**src/rtl/axis_lpf_channel_scheduler_pkg.sv**
```systemverilog
// Shared definitions for the multi-channel shift-based LPF scheduler:
// alpha field width, alpha type and the input-to-internal alignment helper.
package axis_lpf_channel_scheduler_pkg;

  localparam int unsigned ALPHA_W = 5;

  typedef logic [ALPHA_W-1:0] alpha_t;

  // Left shift that aligns a stream sample's binary point with the state's.
  function automatic int unsigned align_shift(input int unsigned internal_frac,
                                              input int unsigned io_frac);
    return internal_frac - io_frac;
  endfunction

endpackage

```
**src/rtl/lpf_rr_arbiter.sv**
```systemverilog
// Combinational round-robin arbiter: scans up from ptr (wrapping) and grants
// the first active request. The pointer itself is kept by the parent.
module lpf_rr_arbiter #(
  parameter int channel_bits = 2,
  localparam int NCH = 2 ** channel_bits
) (
  input  logic [NCH-1:0]          req,
  input  logic [channel_bits-1:0] ptr,
  output logic [NCH-1:0]          grant,
  output logic [channel_bits-1:0] grant_idx,
  output logic                    grant_valid
);

  logic [channel_bits-1:0] scan_idx;

  // First requester at or after ptr wins; index arithmetic wraps modulo NCH.
  always_comb begin
    grant       = '0;
    grant_idx   = '0;
    grant_valid = 1'b0;
    scan_idx    = '0;
    for (int unsigned off = 0; off < NCH; off++) begin
      scan_idx = ptr + channel_bits'(off);
      if (!grant_valid && req[scan_idx]) begin
        grant_valid = 1'b1;
        grant_idx   = scan_idx;
      end
    end
    grant[grant_idx] = grant_valid;
  end

endmodule

```
**src/rtl/axis_lpf_channel_scheduler.sv**
```systemverilog
// One first-order LPF kernel (y += (x - y) >>> alpha) shared round-robin
// across NCH AXI-Stream inputs; results leave on one tdest-tagged master.
module axis_lpf_channel_scheduler
  import axis_lpf_channel_scheduler_pkg::*;
#(
  parameter int channel_bits           = 2,
  parameter int inout_width            = 16,
  parameter int inout_decimal_width    = 15,
  parameter int internal_width         = 24,
  parameter int internal_decimal_width = 23,
  localparam int NCH = 2 ** channel_bits
) (
  input  logic                         aclk,
  input  logic                         resetn,
  input  logic [ALPHA_W*NCH-1:0]       i_alpha,
  input  logic                         i_clear,
  input  logic [NCH*inout_width-1:0]   s_axis_tdata,
  input  logic [NCH-1:0]               s_axis_tlast,
  input  logic [NCH-1:0]               s_axis_tvalid,
  output logic [NCH-1:0]               s_axis_tready,
  output logic [inout_width-1:0]       m_axis_tdata,
  output logic [channel_bits-1:0]      m_axis_tdest,
  output logic                         m_axis_tlast,
  output logic                         m_axis_tvalid,
  input  logic                         m_axis_tready
);

  localparam int W  = internal_width;
  localparam int IW = inout_width;
  localparam int SH = int'(align_shift(internal_decimal_width, inout_decimal_width));

  logic [channel_bits-1:0] ptr_q;
  logic [W-1:0]            state_q [NCH];

  logic                    out_free;
  logic [NCH-1:0]          req;
  logic [NCH-1:0]          grant;
  logic [channel_bits-1:0] grant_idx;
  logic                    grant_valid;

  logic [IW-1:0]           sel_data;
  alpha_t                  sel_alpha;
  logic                    sel_last;
  logic [W-1:0]            sel_state;

  logic signed [W-1:0]     x_ext;
  logic signed [W-1:0]     x_int;
  logic signed [W:0]       diff;
  logic signed [W:0]       step;
  logic [W-1:0]            state_next;
  logic                    unused_step_msb;

  assign out_free = !m_axis_tvalid || m_axis_tready;
  assign req      = s_axis_tvalid & {NCH{out_free && !i_clear}};

  lpf_rr_arbiter #(
    .channel_bits (channel_bits)
  ) u_arb (
    .req         (req),
    .ptr         (ptr_q),
    .grant       (grant),
    .grant_idx   (grant_idx),
    .grant_valid (grant_valid)
  );

  assign s_axis_tready = grant & {NCH{resetn}};

  // Route the granted channel's sample, alpha, tlast and state to the kernel.
  always_comb begin
    sel_data  = '0;
    sel_alpha = '0;
    sel_last  = 1'b0;
    sel_state = '0;
    for (int unsigned k = 0; k < NCH; k++) begin
      if (grant_idx == channel_bits'(k)) begin
        sel_data  = s_axis_tdata[k*IW +: IW];
        sel_alpha = i_alpha[k*ALPHA_W +: ALPHA_W];
        sel_last  = s_axis_tlast[k];
        sel_state = state_q[k];
      end
    end
  end

  // Kernel: difference at W+1 bits, arithmetic shift, then add back. The new
  // state lies between old state and x, so the W-bit wrap-add is exact.
  always_comb begin
    x_ext      = W'(signed'(sel_data));
    x_int      = x_ext <<< SH;
    diff       = {x_int[W-1], x_int} - {sel_state[W-1], sel_state};
    step       = diff >>> sel_alpha;
    state_next = sel_state + step[W-1:0];
  end

  assign unused_step_msb = step[W];

  // State bank: global clear, otherwise single write port on the granted channel.
  always_ff @(posedge aclk or negedge resetn) begin
    if (!resetn) begin
      for (int unsigned k = 0; k < NCH; k++) state_q[k] <= '0;
    end else if (i_clear) begin
      for (int unsigned k = 0; k < NCH; k++) state_q[k] <= '0;
    end else if (grant_valid) begin
      state_q[grant_idx] <= state_next;
    end
  end

  // Round-robin pointer moves past the channel just served.
  always_ff @(posedge aclk or negedge resetn) begin
    if (!resetn) begin
      ptr_q <= '0;
    end else if (grant_valid) begin
      ptr_q <= grant_idx + 1'b1;
    end
  end

  // Output register: load on transfer, drop valid when drained, hold on stall.
  always_ff @(posedge aclk or negedge resetn) begin
    if (!resetn) begin
      m_axis_tvalid <= 1'b0;
      m_axis_tdata  <= '0;
      m_axis_tdest  <= '0;
      m_axis_tlast  <= 1'b0;
    end else if (grant_valid) begin
      m_axis_tvalid <= 1'b1;
      m_axis_tdata  <= state_next[SH +: IW];
      m_axis_tdest  <= grant_idx;
      m_axis_tlast  <= sel_last;
    end else if (out_free) begin
      m_axis_tvalid <= 1'b0;
    end
  end

endmodule

```
**config.mk**
```make
export PLATFORM = sky130hd
export DESIGN_NAME = axis_lpf_channel_scheduler
export DESIGN_NICKNAME = d
export VERILOG_FILES = /design/src/rtl/axis_lpf_channel_scheduler_pkg.sv /design/src/rtl/lpf_rr_arbiter.sv /design/src/rtl/axis_lpf_channel_scheduler.sv
export SDC_FILE = /design/constraint.sdc
export NUM_CORES = 1
export LEC_CHECK = 0
export CORE_AREA = 2 2 137 139
export CTS_CLUSTER_SIZE = 10
export DETAILED_ROUTE_END_ITERATION = 6
export DIE_AREA = 0 0 139 141
export GPL_ROUTABILITY_DRIVEN = 0
export PLACE_DENSITY = 0.81
export SYNTH_ARGS = -nofsm -noshare
export SYNTH_HDL_FRONTEND = slang
export SYNTH_SLANG_ARGS = --single-unit
```
**constraint.sdc**
```tcl
create_clock -name aclk -period 10.4 [get_ports aclk]
set_input_delay 2.08 -clock aclk [delete_from_list [all_inputs] [get_ports aclk]]
set_output_delay 2.08 -clock aclk [all_outputs]
set_load 0.03 [all_outputs]
```
Word-level counts from Yosys, hierarchy flattened
Index checks and enable logic that the tools add are counted.
W data, S select, Z words.
{ "word_totals": {"register_bits": 118, "in_bits": 96, "output_inout_bits": 24} }
{ "classes": {"addsub": 6, "magnitude_cmp": 8, "eq_ne": 3, "shift": 1, "mux": 41, "bitwise_logic": 4, "n_reduce_logical": 15} }
{ "ops": {"columns": ["cell", "n"], "rows": [
  ["$mux W96", 2],
  ["$mux W24", 5],
  ["$bwmux W96", 1],
  ["$mux W16", 4],
  ["$demux W24 S2", 1],
  ["$sshr A25 B5 Y24", 1],
  ["$sub A24 B24 Y25", 1],
  ["$add A24 B24 Y24", 1],
  ["$mux W5", 4],
  ["$lt A2 B3 Y1 const B", 5],
  ["$mux W1", 15],
  ["$and A4 B4 Y4", 3],
  ["$bmux W1 S2", 4],
  ["$mux W2", 4],
  ["$logic_and A1 B1 Y1", 6],
  ["$logic_not A1 Y1", 5],
  ["$add A2 B1 Y2 const B", 2],
  ["$add A2 B2 Y2 const B", 2],
  ["$eq A2 B2 Y1 const B", 2],
  ["$reduce_bool A2 Y1", 2],
  ["$ge A3 B3 Y1 const B", 1],
  ["$lt A3 B1 Y1 const B", 1],
  ["$not A2 Y3", 1],
  ["$demux W1 S2", 1],
  ["other kinds (4)", 4]
]} }

Longest topological paths before layout
{ "depth": {"word_depth": 27, "depth_mapped": 47, "depth_no_buf": 44} }

Hierarchy
Synthesis repeated with hierarchy kept, for this count alone.
{ "hier_totals": {"hier_cells": 1490, "area_unflattened_um2": 10854.2} }
{ "by_module_without_submodules": {"columns": ["module", "instances", "cells_per_inst", "area_per_inst_um2", "seq_area_each_um2"], "rows": [
  ["axis_lpf_channel_scheduler", 1, 1457, 10642.7, 2952.8],
  ["lpf_rr_arbiter", 1, 33, 211.5, 0.0]
]} }

Least setup slack after synthesis
OpenSTA, ideal clock, no wires.
{ "synth_path": {"kind": "input to register", "from": "in m_axis_tready", "to": "reg m_axis_tdata[14]", "setup_ns": 0.125, "arrival_ns": 10.666, "required_time_ns": 10.275, "path_slack_ns": -0.390, "path_stages": 43, "cell_sequence": "inv_1 a21oi_1 o41a_1 clkbuf_1 nor2_1 nor2_1 ha_1 buf_2 buf_2 buf_1 clkbuf_1 buf_1 clkbuf_1 a21oi_1 nor2_1 a21oi_1 o21ai_0 ha_1 [7 not listed] o21a_1 mux2_2 o221a_2 a221o_1 ha_1 inv_1 fa_1 nor2b_1 o2111ai_1 a31oi_1 a211o_1 or3_1 a311o_1 a2111oi_0 o21bai_1 a21oi_1 xnor2_1 mux2_2"} }
{ "synth_between": {"elab_chain_len": 23, "word_cells_on_any_way": 44, "cone_classes": "add/sub: 2; eq/ne: 3; shift: 1; mux: 28; bitwise: 1; reduce/logical: 9"} }
{ "synth_rtl": {"columns": ["element", "line", "source"], "rows": [
  ["start: declaration", "axis_lpf_channel_scheduler.sv:25", "input logic m_axis_tready"],
  ["$logic_or A1 B1 Y1 *", "axis_lpf_channel_scheduler.sv:53", "assign out_free = !m_axis_tvalid || m_axis_tready;"],
  ["$logic_and A1 B1 Y1 *", "axis_lpf_channel_scheduler.sv:54", "assign req = s_axis_tvalid & {NCH{out_free && !i_clear}};"],
  ["$and A4 B4 Y4 *", "axis_lpf_channel_scheduler.sv:54", null],
  ["$bmux W1 S2", "lpf_rr_arbiter.sv:24", "if (!grant_valid && req[scan_idx]) begin"],
  ["$mux W1 (not written as such)", "lpf_rr_arbiter.sv:24", null],
  ["$mux W1", "lpf_rr_arbiter.sv:24", null],
  ["$logic_not A1 Y1", "lpf_rr_arbiter.sv:24", null],
  ["$logic_and A1 B1 Y1", "lpf_rr_arbiter.sv:24", null],
  ["[5 not listed]", null, null],
  ["$logic_and A1 B1 Y1", "lpf_rr_arbiter.sv:24", null],
  ["$mux W2 *", "lpf_rr_arbiter.sv:24", null],
  ["named net grant_idx[0]", "axis_lpf_channel_scheduler.sv:38", "logic [channel_bits-1:0] grant_idx;"],
  ["$logic_not A2 Y1", "axis_lpf_channel_scheduler.sv:75", "if (grant_idx == channel_bits'(k)) begin"],
  ["$mux W24 or $mux W16 (tied branches) (4 in a row)", "axis_lpf_channel_scheduler.sv:75", null],
  ["$sub A24 B24 Y25", "axis_lpf_channel_scheduler.sv:89", "diff = {x_int[W-1], x_int} - {sel_state[W-1], sel_state};"],
  ["$sshr A25 B5 Y24", "axis_lpf_channel_scheduler.sv:90", "step = diff >>> sel_alpha;"],
  ["$add A24 B24 Y24 *", "axis_lpf_channel_scheduler.sv:91", "state_next = sel_state + step[W-1:0];"],
  ["end signal: assignment", "axis_lpf_channel_scheduler.sv:125", "m_axis_tdata <= state_next[SH +: IW];"],
  ["end: declaration", "axis_lpf_channel_scheduler.sv:21", "output logic [inout_width-1:0] m_axis_tdata,"]
]} }
Mark *: on every way through the listed nets, which the timed path passes. The rest lies on a longest branch. The select of a mux whose other input is x is not followed.
A chain may end at the register's enable or synchronous reset.

Worst setup path after layout
{ "layout_path": {"from": "in s_axis_tvalid[1]", "to": "reg m_axis_tdata[12]"} }
{ "layout_between": {"elab_chain_len": 21, "word_cells_on_any_way": 42, "cone_classes": "add/sub: 2; eq/ne: 3; shift: 1; mux: 28; bitwise: 1; reduce/logical: 7"} }
{ "layout_rtl": {"columns": ["element", "line", "source"], "rows": [
  ["start: declaration", "axis_lpf_channel_scheduler.sv:19", "input logic [NCH-1:0] s_axis_tvalid,"],
  ["$and A4 B4 Y4 *", "axis_lpf_channel_scheduler.sv:54", null],
  ["$bmux W1 S2", "lpf_rr_arbiter.sv:24", null],
  ["$mux W1 (not written as such)", "lpf_rr_arbiter.sv:24", null],
  ["$mux W1", "lpf_rr_arbiter.sv:24", null],
  ["$logic_not A1 Y1", "lpf_rr_arbiter.sv:24", null],
  ["$logic_and A1 B1 Y1", "lpf_rr_arbiter.sv:24", null],
  ["$mux W1", "lpf_rr_arbiter.sv:24", null],
  ["$logic_not A1 Y1", "lpf_rr_arbiter.sv:24", null],
  ["[3 not listed]", null, null],
  ["$logic_and A1 B1 Y1", "lpf_rr_arbiter.sv:24", null],
  ["$mux W2 *", "lpf_rr_arbiter.sv:24", null],
  ["named net grant_idx[0]", "axis_lpf_channel_scheduler.sv:38", null],
  ["$logic_not A2 Y1", "axis_lpf_channel_scheduler.sv:75", null],
  ["$mux W24 or $mux W16 (tied branches) (4 in a row)", "axis_lpf_channel_scheduler.sv:75", null],
  ["$sub A24 B24 Y25", "axis_lpf_channel_scheduler.sv:89", null],
  ["$sshr A25 B5 Y24", "axis_lpf_channel_scheduler.sv:90", null],
  ["$add A24 B24 Y24 *", "axis_lpf_channel_scheduler.sv:91", null]
]} }
Marks and branches as above.

==> flow_summary.toml <==
[worst_setup_path]
crit_slowest_cell = "or4_4"
setup.worst_path.class = "in -> reg"
cp.arrival_ns = 10.40
critPathMaxStageDelay_ns = 0.58
crit_fanout = 5
required_ns = 10.71
startpoint = "s_axis_tvalid[1]"
cp_common_cell = "nor2_1"
r2r-start = "ptr_q[1]"
critPathCaptureType = "flip-flop"
startpoint_type = "input port"

[clock_tree]
root_buffer = "clkbuf_16"
clk_pin_slew_ns = 0.06
cts_tree = "done"
insertion_delay_ns = 0.42
cts.sinks = 118
clk_path_buf_depth = 2
cts_buffers = 17
cts_max_level = 4
cts_hold_buf = 0

[die]
die_h_um = 141
core-area_sq_um = 18300
start_util_pct = 56.5
die_x_um = 139
dieArea_sq_um = 19600
rows = 50
ios = 120

[sta]
period_needed_ns = 10.09
clock_skew_ns = 0.00979
hold_violations = 0
slew_violations = 0
max_freq_ghz = 0.0991
fin_crit_sh_pct = 97.1
tightest_slew_ns = 1.22
relSlewSlack_pct = 18.2
setup_viol = 0

[outcome]
outcome = "complete, no violations"

[cells_and_area]
area_growth_pct = 27.9
layout-drive-gt1-share_pct = 14.5
nets = 1703
seqCellArea_sq_um = 2950
n_fill_cell = 1402
layoutNonFillerInstCount = 1809
diodes = 0
multi_input_area_sq_um = 7040

[route]
num_vias = 11500
wirelength_um = 34200
drtPass1Iterations = 6
initialDrtViolationCount = 1380
viasPerCell = 6.36
detail-route-antenna-nets = 0
wl_per_cell_um = 18.9
route.detailed.drc = 0

[hold_path]
hp-class = "reg -> reg"
hold_start = "m_axis_tdata[8]"

[synth]
synth_top_flop_cell = "dfrtp_1"
async_flop_share_pct = 100
synth_top_area_share_pct = 28.6
avgSynthCellArea_sq_um = 7.45
synth_fp_nets = 1528
yosys.area.top_type = "dfrtp_1"
synth.distinct_cells = 80
ys_seq_area_share_pct = 28.6
yosys_warnings = 0
syn_area_sq_um = 10300
ys_ff_latch = 118
synth_edf_count = 0
synth.area.top_cells = "dfrtp_1 29%, nand2_1 7.3%, a21oi_1 6.6%"
syn_inst = 1387

[placed_design]
dp_cells = 1776
hpwl_um = 25300
portBuffers = 119

[global_route]
grt-ovfl-total = 0
grt_pass1_wl_um = 55000
grt_pass1_vias = 10800
grt_antenna_before_repair = 0
grt_max_degree = 97
grt_usage_pct = 34.4

[flow_run]
maxCapViolCount = 0
## final timing paths
| kind | cells past startpoint | slack [ns] | endpoint |
|---|---|---|---|
| worst max-delay path | 42 | 0.31 | m_axis_tdata[12] |
| worst min-delay path | 2 | 0.48 | m_axis_tdata[8] |
| worst max register to register | 45 | 1.97 | m_axis_tdata[12] |
| worst min register to register | 2 | 0.48 | m_axis_tdata[8] |
| max in group asynchronous | 2 | 7.40 | state_q[42] |
| min in group asynchronous | 1 | 1.78 | m_axis_tdest[1] |
## synth_stat cells (11+ instances only)
cell type	instances
o21ai_0	128
nand2b_1	11
nand2_1	202
nor2b_1	14
ha_1	44
nand3b_1	91
a211oi_1	14
o21a_1	11
a21o_1	45
dfrtp_1	118
o211ai_1	13
xnor2_1	19
clkbuf_1	68
inv_1	38
nor2_1	145
a21oi_1	137
xor2_1	13
and2_1	11
nor3_1	24
buf_1	16
and3_1	12
a211o_1	12
nand3_1	25
## stage by stage
stage | hold slack, ns | setup TNS (ns) | util (%) | setup WS (ns) | instance area [sq um]
final | 0.480 | 0 | 72.3 | 0.307 | 13200
after CTS | 0.482 | 0 | 71.5 | 0.0866 | 13100
after floorplan | 0.467 | 0 | - | 0.0717 | 10300
after detailed placement | 0.469 | -2.18 | 68.4 | -0.267 | 12500
after global placement | 0.462 | 0 | 68.4 | 0.000590 | 12500
after global routing | 0.513 | -0.102 | 72.3 | -0.0392 | 13200
## layout make-up
| cell class | instances | share of cell area (%) |
|---|---|---|
| Clock buffer | 20 | 3.38 |
| Clock inverter | 12 | 0.900 |
| Inverter | 38 | 1.08 |
| Multi-Input combinational cell | 1138 | 53.3 |
| Sequential cell | 118 | 22.4 |
| Tap cell | 234 | 2.22 |
| Timing Repair Buffer | 249 | 16.8 |
## kinds of logic after synthesis
group           after synthesis  share of synthesized area (%)
compound gates              469                           28.9
xor+xnor                     32                           2.71
fa+ha+maj                    45                           5.52
buf+inv                     131                           4.93
flops                       118                           28.6
mux                          13                           1.36
simple gates                579                           28.0
## registers in the layout, indices dropped and copies added (netlist names)
signal         flops
m_axis_tdata      16
state_q           96
m_axis_tvalid      1
m_axis_tdest       2
m_axis_tlast       1
ptr_q              2
## timing repair
action	in CTS	in global routing
setup buffers	0	1
gates resized for setup	0	28
setup endpoints to repair	0	34
## per-layer routing
layer	track usage [%]	routed length, um	vias up
met1	44.3	13900	5447
met3	7.00	2900	113
met4	14.4	1450	0
met2	56.8	16000	580
li1	-	-	5365
met5	0	0	-
## cells in the final DEF (no fill, tap or decap), types with 14 or more instances in the layout
| master | instances |
|---|---|
| nand2_1 | 202 |
| nor2_1 | 144 |
| a21oi_1 | 131 |
| o21ai_0 | 128 |
| buf_4 | 127 |
| dfrtp_1 | 118 |
| clkdlybuf4s50_1 | 115 |
| nand3b_1 | 91 |
| a21o_1 | 45 |
| ha_1 | 40 |
| inv_1 | 38 |
| nand3_1 | 25 |
| nor3_1 | 24 |
| xnor2_1 | 17 |
| clkbuf_16 | 17 |
| nor2b_1 | 14 |
## critical path, delay by kind of cell
| family | cells | cell delay [ns] |
|---|---|---|
| xor+xnor | 2 | 0.24 |
| mux | 3 | 0.86 |
| simple gates | 13 | 2.35 |
| buf+inv | 7 | 1.09 |
| compound gates | 13 | 2.86 |
| fa+ha+maj | 4 | 0.89 |
Power is not shown: default switching activity piles up to over one toggle a cycle in this logic, so the estimate is an artifact.
